`src/rtl/alu_share_arbiter.sv`:
```
// alu_share_arbiter
// Shares one combinational ALU between two requesters. Arbitration is
// round-robin, and only one operation is in flight at a time. The accepted
// operands are registered toward the ALU, and the ALU output is captured one
// cycle later into the response register of the port that issued the request.
//
// Ports
//   clk, resetn                 clock, asynchronous active-low reset
//   reqN_valid/ready            request handshake, N = 0, 1
//   reqN_a, reqN_b, reqN_op     request payload
//   alu_a, alu_b, alu_op        registered operands driven to the shared ALU
//   alu_result, alu_overflow,
//   alu_carryout, alu_zero      ALU outputs, sampled in EXEC
//   rspN_valid/ready            response handshake
//   rspN_result, rspN_flags     captured result and {overflow, carryout, zero}
//
// state | meaning
// IDLE  | no operation in flight; arbitrate and accept one request
// EXEC  | ALU inputs stable; capture ALU outputs at the end of this cycle
// RESP  | response held on the tagged port until it is consumed
module alu_share_arbiter #(
  parameter int DATA_WIDTH = 32,
  parameter int OP_WIDTH   = 4
) (
  input  logic                  clk,
  input  logic                  resetn,
  input  logic                  req0_valid,
  output logic                  req0_ready,
  input  logic [DATA_WIDTH-1:0] req0_a,
  input  logic [DATA_WIDTH-1:0] req0_b,
  input  logic [OP_WIDTH-1:0]   req0_op,
  input  logic                  req1_valid,
  output logic                  req1_ready,
  input  logic [DATA_WIDTH-1:0] req1_a,
  input  logic [DATA_WIDTH-1:0] req1_b,
  input  logic [OP_WIDTH-1:0]   req1_op,
  output logic [DATA_WIDTH-1:0] alu_a,
  output logic [DATA_WIDTH-1:0] alu_b,
  output logic [OP_WIDTH-1:0]   alu_op,
  input  logic [DATA_WIDTH-1:0] alu_result,
  input  logic                  alu_overflow,
  input  logic                  alu_carryout,
  input  logic                  alu_zero,
  output logic                  rsp0_valid,
  input  logic                  rsp0_ready,
  output logic [DATA_WIDTH-1:0] rsp0_result,
  output logic [2:0]            rsp0_flags,
  output logic                  rsp1_valid,
  input  logic                  rsp1_ready,
  output logic [DATA_WIDTH-1:0] rsp1_result,
  output logic [2:0]            rsp1_flags
);

  typedef enum logic [1:0] {
    IDLE = 2'd0,
    EXEC = 2'd1,
    RESP = 2'd2
  } state_t;

  state_t state;
  logic   last_grant;
  logic   tag;

  logic   grant_any;
  logic   grant_port;
  logic   accept;
  logic   rsp_done;

  // On a tie the port that did not win last time is chosen; with a single
  // requester that requester wins regardless of history.
  always_comb begin
    grant_any = req0_valid | req1_valid;
    if (req0_valid && req1_valid) begin
      grant_port = ~last_grant;
    end else begin
      grant_port = ~req0_valid;
    end
  end

  assign req0_ready = (state == IDLE) & grant_any & ~grant_port;
  assign req1_ready = (state == IDLE) & grant_any &  grant_port;

  assign accept = (req0_valid & req0_ready) | (req1_valid & req1_ready);

  // Only the tagged port can hold a valid response, so a ready on the other
  // port never completes the transaction.
  assign rsp_done = (state == RESP) &
                    (tag ? (rsp1_valid & rsp1_ready) : (rsp0_valid & rsp0_ready));

  always_ff @(posedge clk or negedge resetn) begin
    if (!resetn) begin
      state       <= IDLE;
      last_grant  <= 1'b1;
      tag         <= 1'b0;
      alu_a       <= '0;
      alu_b       <= '0;
      alu_op      <= '0;
      rsp0_valid  <= 1'b0;
      rsp0_result <= '0;
      rsp0_flags  <= '0;
      rsp1_valid  <= 1'b0;
      rsp1_result <= '0;
      rsp1_flags  <= '0;
    end else begin
      case (state)
        IDLE: begin
          if (accept) begin
            alu_a      <= grant_port ? req1_a  : req0_a;
            alu_b      <= grant_port ? req1_b  : req0_b;
            alu_op     <= grant_port ? req1_op : req0_op;
            tag        <= grant_port;
            last_grant <= grant_port;
            state      <= EXEC;
          end
        end
        EXEC: begin
          if (tag) begin
            rsp1_result <= alu_result;
            rsp1_flags  <= {alu_overflow, alu_carryout, alu_zero};
            rsp1_valid  <= 1'b1;
          end else begin
            rsp0_result <= alu_result;
            rsp0_flags  <= {alu_overflow, alu_carryout, alu_zero};
            rsp0_valid  <= 1'b1;
          end
          state <= RESP;
        end
        RESP: begin
          if (rsp_done) begin
            rsp0_valid <= 1'b0;
            rsp1_valid <= 1'b0;
            state      <= IDLE;
          end
        end
        default: state <= IDLE;
      endcase
    end
  end

endmodule

```
`config.mk`:
```
export PLATFORM = sky130hd
export DESIGN_NAME = alu_share_arbiter
export DESIGN_NICKNAME = d
export VERILOG_FILES = /design/src/rtl/alu_share_arbiter.sv
export SDC_FILE = /design/constraint.sdc
export NUM_CORES = 1
export LEC_CHECK = 0
export ABC_AREA = 1
export CAP_MARGIN = 10
export CORE_UTILIZATION = 41
export CTS_BUF_LIST = sky130_fd_sc_hd__clkbuf_4
export DETAILED_ROUTE_END_ITERATION = 6
export GPL_ROUTABILITY_DRIVEN = 1
export PLACE_DENSITY = 0.83
export SLEW_MARGIN = 20
export SYNTH_ARGS = -nofsm -noshare
export SYNTH_HDL_FRONTEND = slang
export SYNTH_SLANG_ARGS = --single-unit
```
`constraint.sdc`:
```
create_clock -name clk -period 1.75 [get_ports clk]
set_input_delay 0.4375 -clock clk [delete_from_list [all_inputs] [get_ports clk]]
set_output_delay 0.4375 -clock clk [all_outputs]
set_load 0.03 [all_outputs]
```
# Word-level counts from Yosys, hierarchy flattened
# Index checks and enable logic that the tools add are counted.
word_totals:
  reg_bits: 144
  in_bits: 177
  output_inout_bits: 142
  elab_cells: 54
op_classes:
  eq_ne: 6
  n_mux: 13
  bitwise: 14
  reduce_logical: 9
op_table:
  columns: ["operator", "count"]
  rows:
  - ["32-bit two-way mux", 2]
  - ["1-bit bitwise AND", 8]
  - ["2-bit inequality test (second input constant)", 4]
  - ["2-bit AND reduction", 4]
  - ["2-bit one-hot mux with 3 select lines", 1]
  - ["3-bit AND reduction", 2]
  - ["1-bit two-way mux", 5]
  - ["2-bit two-way mux", 2]
  - ["4-bit two-way mux", 1]
  - ["1-bit inverter", 4]
  - ["1-bit one-hot mux with 2 select lines", 2]
  - ["2-bit by 1-bit == test with 1-bit output (second input constant)", 1]
  - ["2-bit == test (second input constant)", 1]
  - ["2-bit zero test", 1]
  - ["1-bit bitwise OR", 2]
  - ["2-bit nonzero test", 1]
  - ["1-bit logical AND", 1]

# Longest topological paths before layout
# Gate-level depths: netlist of the first run.
logic_depth:
  word_depth: 8
  ltp_mapped: 8

# Worst setup path before layout of the first run
# OpenSTA, ideal clock, no wires.
synth_timing:
  kind: "register to output"
  start: "register state[0]"
  end: "output port req0_ready"
  arrival_time_ps: 1456
  required_ps: 1312
  path_slack_ps: -143
  stages_incl_launch_ff: 6
  n_path_buf: 2
  path_cell_list: "dfrtp_1 -> nor3_4 -> inv_2 -> buf_6 -> clkbuf_1 -> nor2_1"
synth_via:
  elab_chain_cells: 3
synth_lines:
  columns: ["element", "line", "text"]
  rows:
  - ["start, declared", "60", "state_t state;"]
  - ["start signal, assigned", "92", "state <= IDLE;"]
  - ["start signal, assigned", "113", "state <= EXEC;"]
  - ["start signal, assigned", "126", "state <= RESP;"]
  - ["2-bit zero test", "80", "assign req0_ready = (state == IDLE) & grant_any & ~grant_port;"]
  - ["1-bit bitwise AND (2 in series)", "80", null]
  - ["end, declared", "28", "output logic req0_ready,"]
# No other way between the ends.

# Final worst setup path of the first run
layout_timing:
  start: "input port req1_valid"
  end: "output port req1_ready"
layout_via:
  elab_chain_cells: 3
  word_cells_on_any_way: 5
  cone_classes: "mux (1); bitwise (3); reduce/logical (1)"
layout_lines:
  columns: ["element", "line", "text"]
  rows:
  - ["start, declared", "32", "input logic req1_valid,"]
  - ["1-bit bitwise OR or 1-bit logical AND (tied branches)", "72, 73", null]
  - ["1-bit bitwise AND or 1-bit two-way mux (tied branches)", "81, 73", null]
  - ["1-bit bitwise AND *", "81", "assign req1_ready = (state == IDLE) & grant_any & grant_port;"]
  - ["end, declared", "33", "output logic req1_ready,"]
# Every way passes the cells marked *; elsewhere a longest branch is shown, timed or not.

==> results of run 1 <==
## metal layers
layer	vias to the layer above	global-route usage (%)
li1	2951	-
met1	2695	28.6
met2	224	41.1
met3	52	6.27
met4	0	12.3
met5	-	0
## how the worst min path moves through the flow
stage | cells after the start | startpoint | to
after global routing | 2 | resetn | rsp1_result[0]
after floorplan | 0 | resetn | alu_a[0]
after global placement | 1 | resetn | rsp1_result[6]
final | 2 | resetn | rsp1_result[0]
after CTS | 2 | resetn | rsp1_flags[0]
after detailed placement | 1 | resetn | rsp0_flags[0]
## registers in the layout, indices dropped and copies added, names as in the netlist
signal	flops
rsp1_result	32
rsp1_flags	3
alu_b	32
rsp0_flags	3
rsp1_valid	1
alu_a	32
rsp0_valid	1
tag	1
state	2
rsp0_result	32
last_grant	1
alu_op	4
## logic make-up (layout without fill, tap and decap cells)
kind of cell    count (synthesis)  after routing  synth area share (%)
compound gates                208            208                  16.9
buf+inv                       153            495                  10.2
flops                         144            144                  58.7
other cells                     0              1                     0
simple gates                  227            227                  14.2
## final cells by class
class,count,share of cell area (%)
sequential,144,35.6
clock inverter,14,1.22
timing repair buffer,354,36.2
multi-input combinational,435,19.3
inverter,109,4.05
tap,184,2.27
antenna,1,0.0247
clock buffer,18,1.33
## synthesized netlist by cell type
library cell    n  area, µm²
clkbuf_1       29        109
nand3_1         7       35.0
inv_1         108        405
nor2_1          3       11.3
buf_2           9       45.0
inv_2           1       3.75
dfrtp_1       143       3580
nor3_4          1       16.3
buf_6           5       56.3
dfstp_2         1       26.3
nand2_1       216        811
o21ai_1        30        150
clkbuf_2        1       5.00
o21ai_0       178        891
## worst register-to-register path: stages (launching register included)
cell	delay, ps
dfrtp_1	430
nor3_4	240
clkinv_2	110
buf_4	140
buf_4	130
buf_12	170
buf_12	200
o21ai_0	180
## power by group through the flow
stage | Combinational [W] | Clock [W] | Sequential [W]
3_5_place_dp | 0.0109 | 0 | 0.00599
3_3_place_gp | 0.0107 | 0 | 0.00593
5_1_grt | 0.0111 | 0.00217 | 0.00616
6_report | 0.0104 | 0.00196 | 0.00595
4_1_cts | 0.0105 | 0.00204 | 0.00595
2_1_floorplan | 0.00264 | 0 | 0.00912
## through the flow
| step | hold slack [ps] | cells | TNS [ps] | util [%] |
|---|---|---|---|---|
| 2_1_floorplan | 142 | 732 | 0 | - |
| 4_1_cts | 335 | 1256 | -572 | 70.1 |
| 6_report | 367 | 1259 | -434 | 69.4 |
| 3_3_place_gp | 361 | 1220 | -12920 | 66.9 |
| 5_1_grt | 344 | 1259 | -625 | 69.4 |
| 3_5_place_dp | 361 | 1220 | -14960 | 66.9 |
## what timing repair did
action                     in CTS  in global routing
hold buffers                    1                  0
pin swaps                       4                  3
hold endpoints to repair       33                  0
gates resized for setup       405                 46
setup endpoints to repair     141                 36
setup buffers                   3                  2
==> results.sh, run 1 <==
export IMPL_ir_worst_vdd_uv=840
export IMPL_netSwitchingFraction_pct=46.7
export IMPL_reg2reg_slack_ps=90
export IMPL_drc_errors=0
export IMPL_nets=1238
export IMPL_top_layer="met4"
export IMPL_final_cell_mix="213 x nand2_1, 174 x clkdlybuf4s50_1, 159 x o21ai_0"
export IMPL_yosys_cell_types_count=14
export IMPL_p_seq_share_pct=32.6
export IMPL_r2r_end="alu_a[1]"
export IMPL_synth_avg_cell_area_um2=8.39
export IMPL_tightest_slew_ps=414
export IMPL_syn2layout_area_growth_pct=64.9
export IMPL_dr_wl_met2_um=9120
export IMPL_cts_buffers_inserted=17
export IMPL_cp_slowest_cell="clkdlybuf4s50_1"
export IMPL_wl_met3_um=1090
export IMPL_p_per_area_nw_per_um2=1800
export IMPL_slew_headroom_pct=72.3
export IMPL_power_share_combinational_pct=56.7
export IMPL_synthCells=732
export IMPL_fillerInstances=1135
export IMPL_core_um2=14600
export IMPL_syn_area_um2=6140
export IMPL_internal_power_w=0.00974
export IMPL_start_kind="input pin"
export IMPL_power_leakage_nw=4.95
export IMPL_vias_per_cell=4.70
export IMPL_maxCapViolations=0
export IMPL_skew_ps=16.7
export IMPL_hold_viol=0
export IMPL_antenna_found_initial=1
export IMPL_fp_dieW_um=124
export IMPL_grt_pass1_wl_um=29400
export IMPL_layout_worst_path_cycle_share_pct=113
export IMPL_path_depth=7
export IMPL_post_place_ws_ps=-335
export IMPL_crit_type="input pin to output pin"
export IMPL_pin_count=319
export IMPL_placed_cell_area_um2=9760
export IMPL_clkSinkCount=144
export IMPL_synth_nets=909
export IMPL_drive_gt1_share_pct=20.2
export IMPL_cts_tree="yes"
export IMPL_ys_ff_latch=144
export IMPL_slowest_delay_ps=490
export IMPL_root_buffer="clkbuf_4"
export IMPL_setup_ws_ps=-230
export IMPL_violations="negative setup slack"
export IMPL_critPathTopFamily="buffers and inverters"
export IMPL_first_global_vias=5721
export IMPL_drtIter0Drc=411
export IMPL_final_seq_area_um2=3600
export IMPL_clkPwrFrac_pct=10.8
export IMPL_rr_worst_depth=7
export IMPL_post_dp_hpwl_um=14300
export IMPL_worst_ep_required_time_ps=1310
export IMPL_hold_class="input pin to asynchronous set/reset pin"
export IMPL_reg2reg_from="state[0]"
export IMPL_cts_reportedPaths_clkPinSlew_ps=120
export IMPL_ys_seq_area_share_pct=58.7
export IMPL_status="finished, violations left"
export IMPL_multi_input_area_um2=1950
export IMPL_cp_arrival_ps=1540
export IMPL_end_kind="output pin"
export IMPL_crit_fanout=2
export IMPL_p_switching_w=0.00852
export IMPL_rsz0062_at_grt="yes"
export IMPL_layout_commonest_cell="nand2_1"
export IMPL_final_antenna_net_count=0
export IMPL_timing_fmax_ghz=0.505
export IMPL_wl_per_cell_um=14.7
export IMPL_first_pass_iters=5
export IMPL_clkLatencyLatePin_ps=520
export IMPL_portBuffers=318
export IMPL_final_min_clock_period_ps=1980
export IMPL_grt_max_degree=59
export IMPL_p_total_w=0.0183
export IMPL_worst_path_buf_inv=4
export IMPL_die_area_um2=15500
export IMPL_gr_total_overflow=0
export IMPL_row_count=44
export IMPL_start_util_pct=42.1
export IMPL_routabilityCongestion=0.888
export IMPL_drv_slew=0
export IMPL_stdcell_area_um2=10100
export IMPL_cp_endpoint="req1_ready"
export IMPL_met1_length_um=7420
export IMPL_drt_total_wl_um=18500
export IMPL_path_cells="clkdlybuf4s50_1 -> nor2_1 -> nor3_4 -> buf_6 -> nand2_4 -> inv_2 -> buf_12"
export IMPL_track_usage_pct=24.4
export IMPL_finalSetupViolCount=2
export IMPL_ys_warn_count=0
export IMPL_worstSetupStartpoint="req1_valid"
export IMPL_cts_buffer_depth=2
export IMPL_die_h_um=124
export IMPL_vias=5922
export IMPL_htreeDepth=4
Note: power is estimated with default switching activity, not from simulation.
==> inputs of run 2 (changes only) <==
clock period = 2.21 ns   (was 1.75 ns; I/O delays follow)
==> results.sh, run 2 (same netlist as run 1, synthesis figures left out) <==
export IMPL_final_cell_mix="214 x nand2_1, 195 x clkdlybuf4s50_1, 178 x o21ai_0"
export IMPL_status="completed"
export IMPL_clkLatencyLatePin_ps=530
export IMPL_wl_per_cell_um=15.2
export IMPL_final_seq_area_um2=3610
export IMPL_final_min_clock_period_ps=2130
export IMPL_worst_ep_required_time_ps=1660
export IMPL_clkPwrFrac_pct=13.1
export IMPL_rr_worst_depth=7
export IMPL_first_global_vias=5708
export IMPL_p_switching_w=0.00672
export IMPL_pin_count=319
export IMPL_rsz0062_at_grt="yes"
export IMPL_cts_buffers_inserted=17
export IMPL_core_um2=14600
export IMPL_post_dp_hpwl_um=13700
export IMPL_crit_fanout=2
export IMPL_reg2reg_slack_ps=520
export IMPL_place_inst=1212
export IMPL_cp_arrival_ps=1580
export IMPL_timing_fmax_ghz=0.469
export IMPL_slew_headroom_pct=63.2
export IMPL_drive_gt1_share_pct=5.94
export IMPL_p_per_area_nw_per_um2=1450
export IMPL_first_pass_iters=7
export IMPL_end_kind="output pin"
export IMPL_syn2layout_area_growth_pct=66.2
export IMPL_start_util_pct=42.1
export IMPL_critPathTopFamily="buffers and inverters"
export IMPL_reg2reg_from="last_grant"
export IMPL_antenna_found_initial=1
export IMPL_final_util_pct=70.0
export IMPL_row_count=44
export IMPL_routabilityCongestion=0.889
export IMPL_post_place_ws_ps=53.5
export IMPL_cp_endpoint="rsp1_result[3]"
export IMPL_cp_slowest_cell="clkdlybuf4s50_1"
export IMPL_hold_viol=0
export IMPL_path_cells="clkdlybuf4s50_1"
export IMPL_cts_buffer_depth=2
export IMPL_internal_power_w=0.00809
export IMPL_worst_path_buf_inv=1
export IMPL_nets=1226
export IMPL_layout_commonest_cell="nand2_1"
export IMPL_netSwitchingFraction_pct=45.4
export IMPL_ir_worst_vdd_uv=979
export IMPL_drt_total_wl_um=19000
export IMPL_grt_max_degree=73
export IMPL_power_leakage_nw=5.97
export IMPL_root_buffer="clkbuf_4"
export IMPL_skew_ps=18.6
export IMPL_htreeDepth=4
export IMPL_cts_tree="yes"
export IMPL_fillerInstances=1080
export IMPL_final_antenna_net_count=0
export IMPL_track_usage_pct=24.1
export IMPL_tightest_slew_ps=553
export IMPL_drc_errors=0
export IMPL_die_area_um2=15500
export IMPL_portBuffers=318
export IMPL_hold_class="flop to flop"
export IMPL_start_kind="flop"
export IMPL_clkSinkCount=144
export IMPL_r2r_end="alu_b[18]"
export IMPL_worstSetupStartpoint="rsp1_result[3]"
export IMPL_vias=5890
export IMPL_whs_ps=489
export IMPL_grt_pass1_wl_um=29400
export IMPL_power_share_combinational_pct=55.2
export IMPL_layout_worst_path_cycle_share_pct=96.4
export IMPL_drv_slew=0
export IMPL_tns_ps=0
export IMPL_die_h_um=124
export IMPL_stdcell_count=1246
export IMPL_crit_type="flop to output pin"
export IMPL_multi_input_area_um2=1940
export IMPL_p_seq_share_pct=31.7
export IMPL_slowest_delay_ps=680
export IMPL_setup_ws_ps=79.7
export IMPL_path_depth=1
export IMPL_fp_dieW_um=124
export IMPL_maxCapViolations=0
export IMPL_drtIter0Drc=377
export IMPL_finalSetupViolCount=0
export IMPL_vias_per_cell=4.73
export IMPL_gr_total_overflow=0
export IMPL_cts_reportedPaths_clkPinSlew_ps=120
[run 2: how the worst min path moves through the flow]
| stage | depth (start not counted) | slack [ps] | startpoint | end |
|---|---|---|---|---|
| detailed placement | 2 | 470 | rsp0_result[28] | rsp0_result[28] |
| floorplan | 0 | 260 | resetn | alu_a[0] |
| global route | 2 | 510 | rsp1_result[20] | rsp1_result[20] |
| CTS | 2 | 500 | rsp0_result[28] | rsp0_result[28] |
| global placement | 2 | 460 | alu_b[16] | alu_b[16] |
| finish | 2 | 490 | rsp0_result[28] | rsp0_result[28] |
[run 2: cell type report]
type / instances / share of cell area, %
Antenna cell: 1 / 0.0245
Clock buffer: 18 / 1.32
Clock inverter: 13 / 1.90
Inverter: 109 / 4.02
Multi-Input combinational cell: 435 / 19.0
Sequential cell: 144 / 35.3
Tap cell: 184 / 2.26
Timing Repair Buffer: 342 / 36.2
[run 2: power by group through the flow]
stage / logic [W] / clock network (W) / registers, W
4_1_cts: 0.00834 / 0.00198 / 0.00472
2_1_floorplan: 0.00208 / 0 / 0.00722
3_5_place_dp: 0.00842 / 0 / 0.00476
3_3_place_gp: 0.00826 / 0 / 0.00470
6_report: 0.00817 / 0.00194 / 0.00470
5_1_grt: 0.00877 / 0.00210 / 0.00486
[run 2: metal layers]
metal  global-route usage, %  routed length (µm)
met1                    29.0                7820
met2                    41.2                9710
met3                    6.70                 998
met4                    8.65                 476
met5                       0                   0
[run 2: repair_timing]
action,in CTS,in global routing
cloned,0,0
hold buffers,1,0
hold endpoints to repair,52,0
resized for setup,16,108
setup buffers,0,1
endpoints found under the setup margin,17,105
pin swaps,0,2
[run 2: stage by stage]
stage,area [µm²],total power [W]
after CTS,9930,0.0150
after global placement,9610,0.0130
after floorplan,6140,0.00930
final,10200,0.0148
after global routing,10200,0.0157
after detailed placement,9610,0.0132
==> inputs of run 3 (changes only) <==
CAP_MARGIN = unset   (was 10)
==> results of run 3 <==
Same layout as run 2: the final DEF is identical, and so are final timing and power.
